<file path="src/rtl/morse_sequencer_if.sv">
// Control/memory-bus side of the Morse output engine: request strobe, data byte
// and the status lines reported back to the control/flags logic.
interface morse_sequencer_if;
    logic       morse_in;
    logic [7:0] data_in;
    logic       morse_out;
    logic       busy;
    logic       done;
    logic       dropped;

    modport master (
        output morse_in, data_in,
        input  morse_out, busy, done, dropped
    );

    modport slave (
        input  morse_in, data_in,
        output morse_out, busy, done, dropped
    );
endinterface

</file>
<file path="src/rtl/morse_sequencer.sv">
// Morse key sequencer: encodes a latched hex nibble as a Morse character and times
// mark/space on morse_out. Define MORSE_BYTE_EN to send high then low nibble.
module morse_sequencer #(
    parameter int DOT_CYCLES = 2
) (
    input logic              clock,
    input logic              bReset,
    morse_sequencer_if.slave bus
);
    localparam int CW = $clog2(3 * DOT_CYCLES);
    localparam logic [CW-1:0] UNIT_LD = CW'(DOT_CYCLES - 1);
    localparam logic [CW-1:0] DASH_LD = CW'(3 * DOT_CYCLES - 1);

`ifdef MORSE_BYTE_EN
    localparam int DW = 8;
    typedef enum logic [2:0] {IDLE, MARK, SPACE, TAIL, CHARGAP} state_e;
`else
    localparam int DW = 4;
    typedef enum logic [1:0] {IDLE, MARK, SPACE, TAIL} state_e;
`endif

    // {length[2:0], pattern[4:0]}; pattern is MSB-first from bit 4, 1 = dash
    function automatic logic [7:0] enc(input logic [3:0] n);
        case (n)
            4'h0: enc = {3'd5, 5'b11111};
            4'h1: enc = {3'd5, 5'b01111};
            4'h2: enc = {3'd5, 5'b00111};
            4'h3: enc = {3'd5, 5'b00011};
            4'h4: enc = {3'd5, 5'b00001};
            4'h5: enc = {3'd5, 5'b00000};
            4'h6: enc = {3'd5, 5'b10000};
            4'h7: enc = {3'd5, 5'b11000};
            4'h8: enc = {3'd5, 5'b11100};
            4'h9: enc = {3'd5, 5'b11110};
            4'hA: enc = {3'd2, 5'b01000};
            4'hB: enc = {3'd4, 5'b10000};
            4'hC: enc = {3'd4, 5'b10100};
            4'hD: enc = {3'd3, 5'b10000};
            4'hE: enc = {3'd1, 5'b00000};
            default: enc = {3'd4, 5'b00100};
        endcase
    endfunction

    function automatic logic [CW-1:0] mark_ld(input logic [3:0] n, input logic [2:0] idx);
        return ((enc(n) & (8'h10 >> idx)) != 8'h00) ? DASH_LD : UNIT_LD;
    endfunction

    state_e          state_q, state_d;
    logic [CW-1:0]   cnt_q, cnt_d;
    logic [2:0]      sym_q, sym_d;
    logic [DW-1:0]   data_q, data_d;
    logic            req_q, req_d;
    logic            morse_out_q, morse_out_d;
    logic            busy_q, busy_d;
    logic            done_q, done_d;
    logic            dropped_q, dropped_d;
`ifdef MORSE_BYTE_EN
    logic            second_q, second_d;
`else
    logic            unused_hi;
    assign unused_hi = ^bus.data_in[7:4];
`endif

    logic       edge_w;
    logic [3:0] cur_nib;
    logic [3:0] start_nib;
    logic [7:0] cur_enc;
    logic       last_sym;

    always_comb begin
        edge_w = bus.morse_in & ~req_q;
`ifdef MORSE_BYTE_EN
        cur_nib   = second_q ? data_q[3:0] : data_q[7:4];
        start_nib = bus.data_in[7:4];
        second_d  = second_q;
`else
        cur_nib   = data_q;
        start_nib = bus.data_in[3:0];
`endif
        cur_enc   = enc(cur_nib);
        last_sym  = (sym_q == cur_enc[7:5] - 3'd1);

        state_d   = state_q;
        cnt_d     = cnt_q;
        sym_d     = sym_q;
        data_d    = data_q;
        req_d     = bus.morse_in;
        done_d    = 1'b0;
        dropped_d = edge_w & (state_q != IDLE);

        case (state_q)
            IDLE: begin
                if (edge_w) begin
                    data_d  = bus.data_in[DW-1:0];
                    sym_d   = 3'd0;
                    cnt_d   = mark_ld(start_nib, 3'd0);
                    state_d = MARK;
`ifdef MORSE_BYTE_EN
                    second_d = 1'b0;
`endif
                end
            end
            MARK: begin
                if (cnt_q != '0) begin
                    cnt_d = cnt_q - CW'(1);
                end else if (last_sym) begin
                    cnt_d   = DASH_LD;
`ifdef MORSE_BYTE_EN
                    state_d = second_q ? TAIL : CHARGAP;
`else
                    state_d = TAIL;
`endif
                end else begin
                    cnt_d   = UNIT_LD;
                    sym_d   = sym_q + 3'd1;
                    state_d = SPACE;
                end
            end
            SPACE: begin
                if (cnt_q != '0) begin
                    cnt_d = cnt_q - CW'(1);
                end else begin
                    cnt_d   = mark_ld(cur_nib, sym_q);
                    state_d = MARK;
                end
            end
            TAIL: begin
                if (cnt_q != '0) begin
                    cnt_d = cnt_q - CW'(1);
                end else begin
                    done_d  = 1'b1;
                    state_d = IDLE;
                end
            end
`ifdef MORSE_BYTE_EN
            CHARGAP: begin
                if (cnt_q != '0) begin
                    cnt_d = cnt_q - CW'(1);
                end else begin
                    second_d = 1'b1;
                    sym_d    = 3'd0;
                    cnt_d    = mark_ld(data_q[3:0], 3'd0);
                    state_d  = MARK;
                end
            end
`endif
            default: state_d = IDLE;
        endcase

        morse_out_d = (state_d == MARK);
        busy_d      = (state_d != IDLE);
    end

    // req_q resets high so a request already asserted at reset release never starts
    always_ff @(posedge clock) begin
        if (bReset) begin
            state_q     <= IDLE;
            cnt_q       <= '0;
            sym_q       <= '0;
            data_q      <= '0;
            req_q       <= 1'b1;
            morse_out_q <= 1'b0;
            busy_q      <= 1'b0;
            done_q      <= 1'b0;
            dropped_q   <= 1'b0;
`ifdef MORSE_BYTE_EN
            second_q    <= 1'b0;
`endif
        end else begin
            state_q     <= state_d;
            cnt_q       <= cnt_d;
            sym_q       <= sym_d;
            data_q      <= data_d;
            req_q       <= req_d;
            morse_out_q <= morse_out_d;
            busy_q      <= busy_d;
            done_q      <= done_d;
            dropped_q   <= dropped_d;
`ifdef MORSE_BYTE_EN
            second_q    <= second_d;
`endif
        end
    end

    assign bus.morse_out = morse_out_q;
    assign bus.busy      = busy_q;
    assign bus.done      = done_q;
    assign bus.dropped   = dropped_q;
endmodule

</file>
<file path="src/flat_wrapper.sv">
// flat-port wrapper written by rule: the top's interface ports become plain ports
module morse_sequencer_flat 
#(
    parameter int DOT_CYCLES = 2
)
  (clock, bReset, bus_morse_in, bus_data_in, bus_morse_out, bus_busy, bus_done, bus_dropped);
  morse_sequencer_if bus_i ();
  input logic clock;
  input logic bReset;
  input wire logic [$bits(bus_i.morse_in)-1:0] bus_morse_in;
  input wire logic [$bits(bus_i.data_in)-1:0] bus_data_in;
  output wire logic [$bits(bus_i.morse_out)-1:0] bus_morse_out;
  output wire logic [$bits(bus_i.busy)-1:0] bus_busy;
  output wire logic [$bits(bus_i.done)-1:0] bus_done;
  output wire logic [$bits(bus_i.dropped)-1:0] bus_dropped;
  assign bus_i.morse_in = bus_morse_in;
  assign bus_i.data_in = bus_data_in;
  assign bus_morse_out = bus_i.morse_out;
  assign bus_busy = bus_i.busy;
  assign bus_done = bus_i.done;
  assign bus_dropped = bus_i.dropped;
  morse_sequencer #(.DOT_CYCLES(DOT_CYCLES)) u_core (.clock(clock), .bReset(bReset), .bus(bus_i));
endmodule
</file>
<file path="config.mk">
export PLATFORM = sky130hd
export DESIGN_NAME = morse_sequencer_flat
export DESIGN_NICKNAME = d
export VERILOG_FILES = /design/src/rtl/morse_sequencer_if.sv /design/src/rtl/morse_sequencer.sv /design/src/flat_wrapper.sv
export SDC_FILE = /design/constraint.sdc
export NUM_CORES = 1
export LEC_CHECK = 0
export ABC_AREA = 1
export BUFFER_PORTS_ARGS = -buffer_cell sky130_fd_sc_hd__buf_4
export CORE_MARGIN = 3
export CORE_UTILIZATION = 57
export DETAILED_ROUTE_END_ITERATION = 8
export PLACE_DENSITY = 0.82
export SETUP_SLACK_MARGIN = 0.1
export SKIP_CTS_REPAIR_TIMING = 1
export SLEW_MARGIN = 25
export SYNTH_ARGS = -nofsm -noshare
export SYNTH_HDL_FRONTEND = slang
export SYNTH_SLANG_ARGS = --single-unit
</file>
<file path="constraint.sdc">
create_clock -name clock -period 2.14 [get_ports clock]
set_input_delay 0.535 -clock clock [delete_from_list [all_inputs] [get_ports clock]]
set_output_delay 0.535 -clock clock [all_outputs]
set_load 0.005 [all_outputs]
</file>
==> metrics.md <==
| Metric | Value |
|---|---|
| Rel. slew slack | 71.68% |
| Slowest cell delay on critical path | 400 ps |
| Post-place setup slack | 258.4 ps |
| Core area | 2255 um^2 |
| Avg Vias per Cell | 4.978 |
| Post-synth EDFFs | 0 |
| Max Fclk | 548.1 MHz |
| Worst-Skew Late Latency | 320 ps |
| Row cnt | 17 |
| Reg2reg start | u_core.state_q[0] |
| # diodes | 0 |
| PwrDens | 626.2 nW/um^2 |
| Startpoint Class | flop |
| Final Hold Viols | 0 |
| CP bufs+invs | 2 |
| Worst hold path type | in2reg |
| Storage cell area | 500.5 um^2 |
| Final Hold Slack | 447.3 ps |
| Post-synth cell types | 28 |
| # clock sinks | 25 |
| DRC | 0 |
| Register area share after synthesis | 36.36% |
| TritonCTS Buffers | 3 |
| Vias in the first global route | 997 |
| Setup TNS | 0 ps |
| Top cells by count, synth | nand2_1 (40), inv_1 (31), nor2_1 (26), dfxtp_1 (25), ha_1 (13) |
| R2R Setup Slk | 320 ps |
| Crit path from | u_core.state_q[0] |
| Die area | 3040 um^2 |
| Least-Margin Pin Slew | 422.8 ps |
| Total Power | 0.9535 mW |
| Initial DRT Pass Iterations | 4 |
| Synth Net Count | 214 |
| Worst VDD drop | 0.4644 mV |
| Unrepaired setup endpoints after global routing | no |
| Initial core utilization | 61.04% |
| Area Growth Syn to Fin | 10.64% |
| Largest net degree at the start of global routing | 15 |
| CP required | 2320 ps |
| WL/cell | 10.42 um |
| Synth top area cells | dfxtp_1 (36%), ha_1 (12%), nand2_1 (11%) |
| Number of fill cells in the layout | 207 |
| Post-Layout Inst Area | 1523 um^2 |
| Grt total ovfl | 0 |
| Ys Warns | 0 |
| Layout cells sized above 1 | 15.69% |
| CP arrival | 2010 ps |
| Starting DRC count in detailed routing | 13 |
| Final #Nets | 229 |
| Die width | 55.14 um |
| Hold Crit Depth | 2 |
| Dpl cell area | 1490 um^2 |
| Setup ws final | 315.6 ps |
| Critical path's slowest cell | dfxtp_1 |
| Top Ports | 15 |
| Placer Congestion | 0.8117 |
| Most frequent cell on the critical path | nor2_1 |
| Min cycle time layout | 1824 ps |
| Clock tree from TritonCTS | yes |
| Antenna violations before repair | 0 |
| Clock buffer depth | 2 |
| Detailed Route WL | 2417 um |
| Worst Setup EP | u_core.cur_enc[7] |
| MaxCap Viol Count | 0 |
| Multi-input logic area | 735.7 um^2 |
| Number of routed nets with antenna violations | 0 |
| Cell taking the most area after synthesis | dfxtp_1 |
| #FFs+latches synth | 25 |
| Crit Reg-Reg Endpoint | u_core.cur_enc[7] |
| Crit-path cells | nor2_4, nand3_4, clkinv_4, nor2_1, nor2_1, nand2_2, inv_2, ha_1, nand2_1, o211ai_1 |
| Htree depth | 1 |
| Status | finished clean |
| DP HPWL | 1883 um |
| Most numerous cell in the Yosys netlist | nand2_1 |
| Pins Over Slew Limit | 0 |
| Async SR Flop Fraction | 0% |
| Port bufs | 10 |
| FF-to-FF path depth | 10 |
| Mapped Area | 1376 um^2 |
| Final setup vio count | 0 |
| Root buf cell | clkbuf_4 |
| Vert. Die Dim | 55.14 um |
| GRT Overall Usage | 18.12% |
| Yosys top cell area share | 36.36% |
| Syn Inst Count | 190 |
| Leakage power total | 0.7753 nW |
| Clk_skew | 8.829 ps |
| Crit end category | flop |
| Via count | 1155 |
| Critical path class | reg2reg |
| Reg clk slew, reported paths | 140 ps |
| Critical path's top delay family | simple AND/OR/NAND/NOR gates |
| Crit Path Max Fanout | 6 |
| Levels on crit path | 10 |
| Global-route wire length before repair | 4015 um |
| Period Utilization, post-route | 85.25% |
| Most used DFF post-synth | dfxtp_1 |
| Syn Area/Cell | 7.244 um^2 |
[logic make-up (layout without fill, tap and decap cells)]
group                      after synthesis  count (layout)  synth area share (%)
AOI/OAI and AO/OA                       25              25                 10.27
xor gates and xnor gates                 2               2                 1.273
adders and majority gates               13              13                 11.82
buffers and inverters                   36              50                 10.55
DFF                                     25              25                 36.36
and+or+nand+nor                         89              89                 29.73
[final cells by class]
type	count	share of cell area, %
timing repair buffer	11	5.423
tap	28	2.301
multi-input combinational	129	48.32
clock inverter	1	0.3287
sequential	25	32.87
clock buffer	3	1.479
inverter	35	9.285
[layout by cell type (no fill, tap or decap)]
cell,instances
o211ai_1,2
o21ai_1,5
a21oi_2,1
nand3_1,7
or2_2,1
nand2_1,40
inv_2,2
clkbuf_4,3
nand2_4,1
o21ai_0,7
clkinv_4,2
xnor2_1,1
nor2_2,4
a21oi_1,6
xor2_1,1
inv_1,31
and2_1,1
buf_4,11
dfxtp_1,25
nor3_4,1
nor3_1,3
nand3_4,1
nor2_4,1
a31oi_1,1
nand2_2,2
clkinv_2,1
ha_1,13
nor3_2,1
o22ai_1,1
a22oi_1,2
nor2_1,26
[power breakdown]
group / internal, mW / total, mW / switching, mW / leakage, nW
Sequential: 0.499 / 0.518 / 0.0186 / 0.205
Combinational: 0.0845 / 0.227 / 0.143 / 0.553
Clock: 0.0699 / 0.208 / 0.138 / 0.0177
Total: 0.654 / 0.953 / 0.300 / 0.775
[registers in the layout, indices dropped and copies added, names as in the netlist]
name / count
u_core.bus.busy: 1
u_core.cur_nib: 4
u_core.bus.morse_out: 1
u_core.state_q: 2
u_core.req_q: 1
u_core.cur_enc: 8
u_core.cnt_q: 3
u_core.bus.dropped: 1
u_core.bus.done: 1
u_core.sym_q: 3
[how the worst min path moves through the flow]
stage                       from                 to  slack (ps)
2_1_floorplan    u_core.cnt_q[2]    u_core.cnt_q[2]         470
3_5_place_dp   u_core.cur_nib[0]  u_core.cur_nib[0]         490
5_1_grt             bus_morse_in       u_core.req_q         440
4_1_cts             bus_morse_in       u_core.req_q         440
6_report            bus_morse_in       u_core.req_q         450
3_3_place_gp     u_core.cnt_q[2]    u_core.cnt_q[2]         480
[metal layers]
layer / vias to the layer above / wire length [um] / global-route usage (%)
li1: 614 / - / -
met1: 515 / 1144 / 23.23
met2: 19 / 1152 / 30.12
met3: 7 / 73 / 2.681
met4: 0 / 45 / 7.692
met5: - / 0 / 0
[stage by stage]
stage	utilization, %	std cells
floorplan	-	190
global placement	66.09	228
detailed placement	66.09	228
CTS	67.31	232
global route	67.54	232
finish	67.54	232
No activity file was read; power rests on OpenSTA's default activity.
